[config.mk]
export PLATFORM = sky130hd
export DESIGN_NAME = md_ctrl_flat
export DESIGN_NICKNAME = d
export VERILOG_FILES = /design/src/rtl/md_ctrl_if.sv /design/src/rtl/md_ctrl.sv /design/src/flat_wrapper.sv
export SDC_FILE = /design/constraint.sdc
export NUM_CORES = 1
export LEC_CHECK = 0
export BUFFER_PORTS_ARGS = -buffer_cell sky130_fd_sc_hd__buf_2
export CAP_MARGIN = 20
export CORE_ASPECT_RATIO = 2
export CORE_MARGIN = 3
export CORE_UTILIZATION = 30
export CTS_CLUSTER_DIAMETER = 120
export DETAILED_ROUTE_END_ITERATION = 12
export HOLD_SLACK_MARGIN = 0.1
export PLACE_DENSITY = 0.48
export RECOVER_POWER = 100
export SYNTH_ARGS = -nofsm -noshare
export SYNTH_HDL_FRONTEND = slang
export SYNTH_SLANG_ARGS = --single-unit
[constraint.sdc]
create_clock -name clk -period 1.4 [get_ports clk]
set_input_delay 0.21 -clock clk [delete_from_list [all_inputs] [get_ports clk]]
set_output_delay 0.21 -clock clk [all_outputs]
set_load 0.05 [all_outputs]
[src/rtl/md_ctrl_if.sv]
// Request/status bundle shared by the E stage, md_ctrl and the multi-cycle mult/div unit.
interface md_ctrl_if #(
  parameter int CW = 6
);
  logic          md_req_E;
  logic [2:0]    md_op_E;
  logic          hilo_rd_E;
  logic          flush_E;
  logic          md_run;
  logic          md_start;
  logic [2:0]    md_op;
  logic          md_stall;
  logic          md_busy;
  logic [CW-1:0] md_cycles;
  logic          md_err;

  modport master (
    output md_req_E, md_op_E, hilo_rd_E, flush_E, md_run,
    input  md_start, md_op, md_stall, md_busy, md_cycles, md_err
  );

  modport slave (
    input  md_req_E, md_op_E, hilo_rd_E, flush_E, md_run,
    output md_start, md_op, md_stall, md_busy, md_cycles, md_err
  );
endinterface

[src/rtl/md_ctrl.sv]
// Mult/div sequencer: one-cycle start, IDLE/ARM/BUSY tracking, pipeline stall and latency capture.
// Optional watchdog abort of a hung unit is enabled by defining MD_TIMEOUT_EN.
module md_ctrl #(
  parameter int MAX_CYCLES = 40,
  parameter int CW         = 6
) (
  input  logic     clk,
  input  logic     reset,
  md_ctrl_if.slave bus
);

`ifdef MD_TIMEOUT_EN
  localparam bit TMO_EN = 1'b1;
`else
  localparam bit TMO_EN = 1'b0;
`endif

  localparam logic [CW-1:0] MAX_C = CW'(MAX_CYCLES);

  typedef enum logic [1:0] {
    IDLE = 2'd0,
    ARM  = 2'd1,
    BUSY = 2'd2
  } state_t;

  state_t        state_q;
  logic [CW-1:0] cnt_q;
  logic [CW-1:0] cnt_d;
  logic [CW-1:0] cycles_q;
  logic [2:0]    op_q;
  logic          busy_q;
  logic          err_q;
  logic          start;
  logic          stall;

  function automatic logic [CW-1:0] sat_inc(input logic [CW-1:0] v);
    if (&v) return v;
    return v + {{(CW-1){1'b0}}, 1'b1};
  endfunction

  assign cnt_d = sat_inc(cnt_q);

  // Gated by reset so no start pulse leaks out while the controller is held in reset.
  assign start = reset && (state_q == IDLE) && bus.md_req_E && !bus.flush_E;
  assign stall = (state_q != IDLE) && (bus.hilo_rd_E || bus.md_req_E);

  always_ff @(posedge clk or negedge reset) begin
    if (!reset) begin
      state_q  <= IDLE;
      cnt_q    <= '0;
      cycles_q <= '0;
      op_q     <= '0;
      busy_q   <= 1'b0;
      err_q    <= 1'b0;
    end else begin
      case (state_q)
        IDLE: begin
          if (start) begin
            op_q    <= bus.md_op_E;
            cnt_q   <= '0;
            busy_q  <= 1'b1;
            state_q <= ARM;
          end
        end
        // md_run is ignored here: the unit raises it one cycle after start.
        ARM: begin
          cnt_q   <= cnt_d;
          state_q <= BUSY;
        end
        BUSY: begin
          cnt_q <= cnt_d;
          if (!bus.md_run) begin
            cycles_q <= cnt_d;
            busy_q   <= 1'b0;
            state_q  <= IDLE;
          end else if (TMO_EN && (cnt_d == MAX_C)) begin
            err_q    <= 1'b1;
            cycles_q <= MAX_C;
            busy_q   <= 1'b0;
            state_q  <= IDLE;
          end
        end
        default: begin
          busy_q  <= 1'b0;
          state_q <= IDLE;
        end
      endcase
    end
  end

  assign bus.md_start  = start;
  assign bus.md_stall  = stall;
  assign bus.md_op     = op_q;
  assign bus.md_busy   = busy_q;
  assign bus.md_cycles = cycles_q;
  assign bus.md_err    = err_q;

endmodule

[src/flat_wrapper.sv]
// flat-port wrapper written by rule: the top's interface ports become plain ports
module md_ctrl_flat 
#(
  parameter int MAX_CYCLES = 40,
  parameter int CW         = 6
)
  (clk, reset, bus_md_req_E, bus_md_op_E, bus_hilo_rd_E, bus_flush_E, bus_md_run, bus_md_start, bus_md_op, bus_md_stall, bus_md_busy, bus_md_cycles, bus_md_err);
  md_ctrl_if #(.CW(CW)) bus_i ();
  input  logic clk;
  input  logic reset;
  input wire logic [$bits(bus_i.md_req_E)-1:0] bus_md_req_E;
  input wire logic [$bits(bus_i.md_op_E)-1:0] bus_md_op_E;
  input wire logic [$bits(bus_i.hilo_rd_E)-1:0] bus_hilo_rd_E;
  input wire logic [$bits(bus_i.flush_E)-1:0] bus_flush_E;
  input wire logic [$bits(bus_i.md_run)-1:0] bus_md_run;
  output wire logic [$bits(bus_i.md_start)-1:0] bus_md_start;
  output wire logic [$bits(bus_i.md_op)-1:0] bus_md_op;
  output wire logic [$bits(bus_i.md_stall)-1:0] bus_md_stall;
  output wire logic [$bits(bus_i.md_busy)-1:0] bus_md_busy;
  output wire logic [$bits(bus_i.md_cycles)-1:0] bus_md_cycles;
  output wire logic [$bits(bus_i.md_err)-1:0] bus_md_err;
  assign bus_i.md_req_E = bus_md_req_E;
  assign bus_i.md_op_E = bus_md_op_E;
  assign bus_i.hilo_rd_E = bus_hilo_rd_E;
  assign bus_i.flush_E = bus_flush_E;
  assign bus_i.md_run = bus_md_run;
  assign bus_md_start = bus_i.md_start;
  assign bus_md_op = bus_i.md_op;
  assign bus_md_stall = bus_i.md_stall;
  assign bus_md_busy = bus_i.md_busy;
  assign bus_md_cycles = bus_i.md_cycles;
  assign bus_md_err = bus_i.md_err;
  md_ctrl #(.MAX_CYCLES(MAX_CYCLES), .CW(CW)) u_core (.clk(clk), .reset(reset), .bus(bus_i));
endmodule
Word level (Yosys, flattened, before mapping)
Cells that the tools add are included.
{"block": "totals", "register_bits": 18, "latch_bits": 0, "ramBits": 0, "rom_bits": 0, "input_bits": 9, "output_inout_bits": 13, "wordCells": 39, "n_memories": 0}
{"block": "op_classes", "add_sub_neg": 1, "n_mul": 0, "n_div": 0, "order_cmp": 0, "eq_ne": 4, "shifts": 0, "muxes": 11, "n_bitwise": 2, "reduce_logical": 16}
{"operator": "2-to-1 mux 6 bit", "count": 3}
{"operator": "one-hot mux 6 bit (2 select lines)", "count": 1}
{"operator": "AND reduction 2 bit", "count": 4}
{"operator": "adder 6 x 1 -> 6 bit (second input constant)", "count": 1}
{"operator": "one-hot mux 2 bit (3 select lines)", "count": 1}
{"operator": "AND reduction 6 bit", "count": 1}
{"operator": "logical AND 1 bit", "count": 4}
{"operator": "2-to-1 mux 2 bit", "count": 2}
{"operator": "inequality test 2 bit (second input constant)", "count": 2}
{"operator": "nonzero test 2 bit", "count": 2}
{"operator": "2-to-1 mux 1 bit", "count": 3}
{"operator": "one-hot mux 1 bit (3 select lines)", "count": 1}
{"operator": "AND reduction 3 bit", "count": 1}
{"operator": "equality test 2 x 1 -> 1 bit (second input constant)", "count": 1}
{"operator": "equality test 2 bit (second input constant)", "count": 1}
{"operator": "zero test 2 bit", "count": 1}
{"operator": "inverter 1 bit", "count": 2}
{"operator": "OR reduction 2 bit", "count": 1}
{"operator": "zero test 1 bit", "count": 1}
{"operator": "logical OR 1 bit", "count": 1}

Depth between registers and ports, before layout
Gate-level depths: netlist (run 1).
{"block": "depth", "ltp_word": 6, "ltp_mapped": 6, "depth_no_buf": 6}

Worst setup path before layout (run 1)
No wires, ideal clock.
{"block": "synth_timing", "path_kind": "reg-to-output", "start": "reg u_core.state_q[0]", "end": "out bus_md_stall", "t_arrival_ps": 1376, "required_ps": 1190, "path_slack_ps": -186, "stages_incl_launch_ff": 4, "path_buffers": 0, "path_cell_list": "dfrtp_1 -> inv_1 -> ha_1 -> nor2_1"}
{"block": "synth_between", "elab_chain_len": 2}
{"item": "start: declaration", "line_no": "md_ctrl.sv:26", "rtl": "state_t state_q;"}
{"item": "start signal: assignment", "line_no": "md_ctrl.sv:49", "rtl": "state_q <= IDLE;"}
{"item": "start signal: assignment", "line_no": "md_ctrl.sv:62", "rtl": "state_q <= ARM;"}
{"item": "start signal: assignment", "line_no": "md_ctrl.sv:68", "rtl": "state_q <= BUSY;"}
{"item": "nonzero test 2 bit", "line_no": "md_ctrl.sv:45", "rtl": "assign stall = (state_q != IDLE) && (bus.hilo_rd_E || bus.md_req_E);"}
{"item": "logical AND 1 bit", "line_no": "md_ctrl.sv:45"}
{"item": "end: declaration", "line_no": "flat_wrapper.sv:18", "rtl": "output wire logic [$bits(bus_i.md_stall)-1:0] bus_md_stall;"}
No other way between the ends.

Worst setup path after layout (run 1)
{"block": "layout_timing", "start": "reg u_core.state_q[1]", "end": "out bus_md_start"}
{"block": "layout_between", "elab_chain_len": 4}
{"item": "zero test 2 bit", "line_no": "md_ctrl.sv:44", "rtl": "assign start = reset && (state_q == IDLE) && bus.md_req_E && !bus.flush_E;"}
{"item": "logical AND 1 bit (3 in a row)", "line_no": "md_ctrl.sv:44"}
{"item": "end: declaration", "line_no": "flat_wrapper.sv:16", "rtl": "output wire logic [$bits(bus_i.md_start)-1:0] bus_md_start;"}
No other way between the ends.

==> flow_summary.yaml, run 1 <==
status:
  status: "finished with violations"
  violations: "setup timing"
grt:
  grt_pass1_wl_um: 3600
  grt_remaining_overflow: 0
  grt_max_degree: 17
  grt_pass1_vias: 795
  use_met2_pct: 21.8
  grt_use_total_pct: 12.0
  use_met3_pct: 1.85
  antenna_found_initial: 0
  busiest_layer: "met2"
  grt_use_met1_pct: 13.1
synthesis:
  synthCells: 95
  synth_fp_nets: 109
  synth_top_cell_by_area: "dfrtp_1"
  ys_seq_area_share_pct: 44.6
  avgSynthCellArea_um2: 10.6
  synth-seq-cells: 18
  ys_warn_count: 1
  synth.distinct_cells: 37
  synth_top_area_share_pct: 44.6
  synth.area.top_cells: "dfrtp_1, ha_1, mux2_2"
  synth_area_um2: 1010
die:
  initial_core_util_pct: 31.6
  dieArea_um2: 4140
  die_h_um: 88.0
  fp-row-count: 29
  coreArea_um2: 3190
  die_w_um: 47.0
  io_pins: 22
layout:
  fillers: 331
  fin_cells: 167
  drive_gt1_share_pct: 48.5
  diodes: 0
  seqCellArea_um2: 450
  fin_area_um2: 1400
  nNetsFinal: 151
  multi_input_comb_area_um2: 557
  final_core_util_pct: 43.7
  area_growth_pct: 38.2
timing:
  drv_slew: 0
  hold_viol_final: 0
  setup_viol: 2
  max_freq_mhz: 677
  rsz0062_at_grt: "true"
  final.min_clock_period_ns: 1.48
  fin_crit_sh_pct: 106
  finalWorstSetupSlack_ns: -0.0777
  fin_skew_ns: 0.00253
worst_setup_path:
  critical_path_class: "reg2out"
  cp_slowest_stage_delay_ns: 0.40
  crit_chain: "inv_2 > ha_4 > nand4b_4 > inv_2 > buf_8"
  worst-path-buf-inv: 3
  crit_slowest_cell: "dfrtp_1"
  cp_top_family: "flip-flops"
  crit_path_start_kind: "register"
  crit_top_cell: "inv_2"
  setup.worst_path.end_class: "primary output"
  crit_arrival_ns: 1.27
  path_max_fanout: 5
  worstPathRequired_ns: 1.19
routing:
  wire_per_inst_um: 13.5
  drt_first_pass_iters: 2
  ant_nets: 0
  drt_iter0_drc: 14
  vias_per_cell: 4.87
  drc: 0
  vias: 813
  wl_um: 2260
clock_network:
  cts_made_buffers: 3
  cts_sinks: 18
  cts_tree: "done"
  path_clk_slew_ns: 0.07
  cts_root_buf: "clkbuf_8"
  insertion_delay_ns: 0.25
  cts_max_path_buffers: 2
  h-tree-depth: 1
power:
  peakVddDrop_uv: 1330
  leakage_uw: 0.000673
  power_density_nw_per_um2: 2510
placement:
  numPlacedInstances: 157
  dp_hpwl_um: 1790
  gp_congestion: 0.704
  io_buffer_count: 20
  dpl_cell_area_um2: 1250
run:
  maxCapViolCount: 0
worst_hold_path:
  min_path_type: "in2reg"
layout by cell type, fill, tap and decap left out, types with 4 or more instances in the layout:
master,n
nand2_1,7
dfrtp_1,18
clkbuf_2,11
clkbuf_8,4
a21oi_1,5
inv_2,5
nor2_1,6
buf_2,7
mux2_2,4
buf_4,16
o21ai_1,4
inv_1,4
repair_timing:
| item | CTS | global route |
|---|---|---|
| pin swaps | 3 | 1 |
| setup buffers | 2 | 2 |
| hold buffers | 2 | 0 |
| resized for setup | 8 | 4 |
| endpoints found under the hold margin | 18 | 0 |
| setup endpoints to repair | 5 | 11 |
cells by family after synthesis:
| group | after synthesis | synth area share, % |
|---|---|---|
| buffers and inverters | 11 | 4.46 |
| xor gates and xnor gates | 2 | 1.74 |
| and+or+nand+nor | 26 | 16.1 |
| adders and majority gates | 5 | 6.20 |
| DFF | 18 | 44.6 |
| muxes | 8 | 8.67 |
| AOI/OAI and AO/OA | 24 | 17.8 |
| other | 1 | 0.371 |
layout make-up:
cell class	count	area share, %
flip-flops and latches	18	32.3
clock buffers	4	3.95
multi-input cells	66	39.9
well taps	31	2.78
inverters	9	2.42
repair buffers	39	18.7
power breakdown:
group | internal, uW | total [uW] | leakage (uW) | switching, uW
Clock | 250 | 432 | 0.0000288 | 183
Sequential | 735 | 874 | 0.000231 | 138
Combinational | 884 | 2190 | 0.000413 | 1310
Total | 1870 | 3500 | 0.000673 | 1630
through the flow:
stage	setup WS (ns)	total power, uW	hold WS [ns]	TNS (ns)
2_1_floorplan	0.00809	2350	-0.0856	0
3_3_place_gp	0.0149	2910	0.170	0
3_5_place_dp	-0.0366	2950	0.168	-0.0619
4_1_cts	-0.0842	3470	0.182	-0.106
5_1_grt	-0.129	3740	0.189	-0.358
6_report	-0.0777	3500	0.190	-0.111
per-layer routing:
layer | vias to the layer above | share of wire, %
li1 | 410 | -
met1 | 389 | 37
met2 | 12 | 59
met3 | 2 | 2.8
met4 | 0 | 0.93
met5 | - | 0
flip-flops by register name (all words and copies together), names as in the netlist:
signal,flops
u_core.bus.md_busy,1
u_core.cnt_q,6
u_core.bus.md_op,3
u_core.bus.md_cycles,6
u_core.state_q,2
synthesized netlist by cell type:
master	count
a211oi_2	1
a21bo_1	1
a21oi_1	5
a21oi_2	1
a22o_1	1
a22oi_1	1
and3_1	1
and3b_2	1
buf_4	1
clkbuf_1	1
conb_1	1
dfrtp_1	18
ha_1	5
inv_1	8
inv_2	1
mux2_1	2
mux2_2	4
mux2i_1	2
nand2_1	7
nand2b_1	1
nand3_1	2
nand3_4	1
nand4_1	1
nand4b_4	1
nor2_1	7
nor2_2	2
nor2_4	1
nor2b_1	1
o21a_1	1
o21ai_0	3
o21ai_1	3
o21ai_2	2
o21ai_4	1
o22ai_1	1
o2bb2ai_1	2
o31ai_2	1
xor2_1	2
final timing paths:
check / from / cells after the start / endpoint / slack [ns]
worst min-delay path: bus_md_op_E[1] / 2 / u_core.bus.md_op[1] / 0.19
worst min register to register: u_core.bus.md_cycles[0] / 2 / u_core.bus.md_cycles[0] / 0.48
worst max-delay path: u_core.state_q[1] / 5 / bus_md_start / -0.08
worst max register to register: u_core.state_q[1] / 6 / u_core.cnt_q[0] / -0.03
max in group asynchronous: reset / 3 / u_core.bus.md_cycles[1] / 0.45
min in group asynchronous: reset / 3 / u_core.bus.md_busy / 0.53
No activity file was read; power rests on OpenSTA's default activity.
==> run 2: changes to the inputs <==
--- a/config.mk
+++ b/config.mk
@@ -7,13 +7,15 @@
 export LEC_CHECK = 0
 export BUFFER_PORTS_ARGS = -buffer_cell sky130_fd_sc_hd__buf_2
 export CAP_MARGIN = 20
+export CELL_PAD_IN_SITES_DETAIL_PLACEMENT = 1
+export CELL_PAD_IN_SITES_GLOBAL_PLACEMENT = 1
 export CORE_ASPECT_RATIO = 2
 export CORE_MARGIN = 3
 export CORE_UTILIZATION = 30
 export CTS_CLUSTER_DIAMETER = 120
 export DETAILED_ROUTE_END_ITERATION = 12
 export HOLD_SLACK_MARGIN = 0.1
-export PLACE_DENSITY = 0.48
+export PLACE_DENSITY = 0.59
 export RECOVER_POWER = 100
 export SYNTH_ARGS = -nofsm -noshare
 export SYNTH_HDL_FRONTEND = slang
==> run 2 against run 1 <==
The run still ends with setup timing left. Clock power up 2%. Core utilization increased by 3.4 points. Hold slack lost 0.0079 ns. Highest routed layer unchanged.
==> flow_summary.yaml, run 2 (synthesis gave the netlist of run 1 again) <==
timing:
  fin_crit_sh_pct: 107
  setup_tns_ns: -0.160
  rsz0062_at_grt: "true"
  fin_skew_ns: 0.00234
  final.min_clock_period_ns: 1.50
  drv_slew: 0
  finalWorstSetupSlack_ns: -0.0962
  setup_viol: 2
  max_freq_mhz: 668
  hold_viol_final: 0
grt:
  grt_pass1_wl_um: 4540
  grt_max_degree: 17
  antenna_found_initial: 0
  grt_remaining_overflow: 0
  busiest_layer: "met2"
  use_met2_pct: 28.9
  use_met3_pct: 2.26
  grt_use_met1_pct: 15.0
  grt_use_total_pct: 14.9
  grt_pass1_vias: 972
die:
  coreArea_um2: 3190
  io_pins: 22
  die_h_um: 88.0
  die_w_um: 47.0
  fp-row-count: 29
  initial_core_util_pct: 31.6
  dieArea_um2: 4140
routing:
  wire_per_inst_um: 15.6
  wl_um: 2730
  drc: 0
  drt_first_pass_iters: 4
  vias: 879
  vias_per_cell: 5.02
  ant_nets: 0
  drt_iter0_drc: 4
status:
  violations: "setup timing"
  status: "finished with violations"
placement:
  numPlacedInstances: 159
  dp_hpwl_um: 2080
  gp_congestion: 0.714
  io_buffer_count: 20
worst_hold_path:
  whs_path_depth: 2
  min_path_type: "in2reg"
  min_from: "bus_md_op_E[2]"
  whs_endpoint: "u_core.bus.md_op[2]"
layout:
  nNetsFinal: 159
  diodes: 0
  final_common_cell: "buf_4"
  fin_cells: 175
  drive_gt1_share_pct: 54.9
  area_growth_pct: 49.1
  layout_common_cells: "buf_4, dfrtp_1, clkbuf_2, nand2_1, buf_2"
clock_network:
  cts_made_buffers: 3
  cts_tree: "done"
  cts_sinks: 18
  cts_max_path_buffers: 2
  h-tree-depth: 1
  cts_root_buf: "clkbuf_8"
  insertion_delay_ns: 0.26
  path_clk_slew_ns: 0.07
power:
  power_density_nw_per_um2: 2500
  intPower_uw: 2020
  p_sw_share_pct: 46.4
  peakVddDrop_uv: 1410
  p_clk_share_pct: 11.7
  comb_power_share_pct: 65.1
  leakage_uw: 0.000723
  power.switching_uw: 1750
  seq_power_share_pct: 23.3
worst_setup_path:
  rr_worst_depth: 6
  r2r_slack_ns: -0.06
  crit_path_start_kind: "register"
  critical_path_class: "reg2out"
  reg2reg_from: "u_core.state_q[1]"
  timing.rr.end: "u_core.cnt_q[0]"
  crit_arrival_ns: 1.29
  setup.worst_path.end_class: "primary output"
  path_max_fanout: 5
  worstPathRequired_ns: 1.19
run:
  maxCapViolCount: 0
run 2: cell types whose count changed in the layout (fill, tap and decap cells not counted), sizes merged:
cell	delta
buf	+8
run 2: worst max path at each step:
stage	to	cells after the start	from
2_1_floorplan	u_core.cnt_q[0]	6	u_core.state_q[0]
3_3_place_gp	u_core.state_q[0]	6	u_core.state_q[1]
3_5_place_dp	u_core.cnt_q[0]	6	u_core.state_q[1]
4_1_cts	bus_md_start	5	u_core.state_q[0]
5_1_grt	bus_md_start	5	u_core.state_q[1]
6_report	bus_md_start	5	u_core.state_q[1]
run 2: per-layer routing:
| metal | up-vias | share of wire, % |
|---|---|---|
| li1 | 424 | - |
| met1 | 432 | 34 |
| met2 | 16 | 61 |
| met3 | 7 | 3.3 |
| met4 | 0 | 2.1 |
| met5 | - | 0 |
run 2: through the flow:
step | util (%) | setup slack, ns | total power [uW] | hold slack, ns | cell area, um^2
2_1_floorplan | - | 0.00809 | 2350 | -0.0856 | 1030
3_3_place_gp | 39.7 | 0.0111 | 2920 | 0.170 | 1270
3_5_place_dp | 39.7 | -0.0350 | 3010 | 0.165 | 1270
4_1_cts | 43.6 | -0.0898 | 3570 | 0.189 | 1390
5_1_grt | 47.1 | -0.150 | 4040 | 0.189 | 1510
6_report | 47.1 | -0.0962 | 3770 | 0.182 | 1510
run 2: cell type report:
cell class	instances	area, um^2
flip-flops and latches	18	450
inverters	9	33.8
clock buffers	4	55.1
repair buffers	47	328
well taps	31	38.8
fillers	371	1690
multi-input cells	66	599
run 2: worst max-delay path: stages, from the launching register on:
cell      delay, ns
dfrtp_1        0.40
inv_2          0.09
ha_4           0.18
nand4b_4       0.13
inv_2          0.08
buf_8          0.14
run 2: power by group through the flow:
stage	logic (uW)	registers (uW)	clock network [uW]
after floorplan	1000	1340	0
after global placement	2050	868	0
after global routing	2660	912	464
after detailed placement	2120	888	0
after CTS	2250	874	445
final	2450	876	440
run 2: repair_timing:
| action | in CTS | in global routing |
|---|---|---|
| setup endpoints to repair | 6 | 19 |
| gates resized for setup | 7 | 16 |
| hold buffers | 2 | 0 |
| pin swaps | 3 | 8 |
| buffers inserted | 4 | 6 |
| hold endpoints to repair | 18 | 0 |
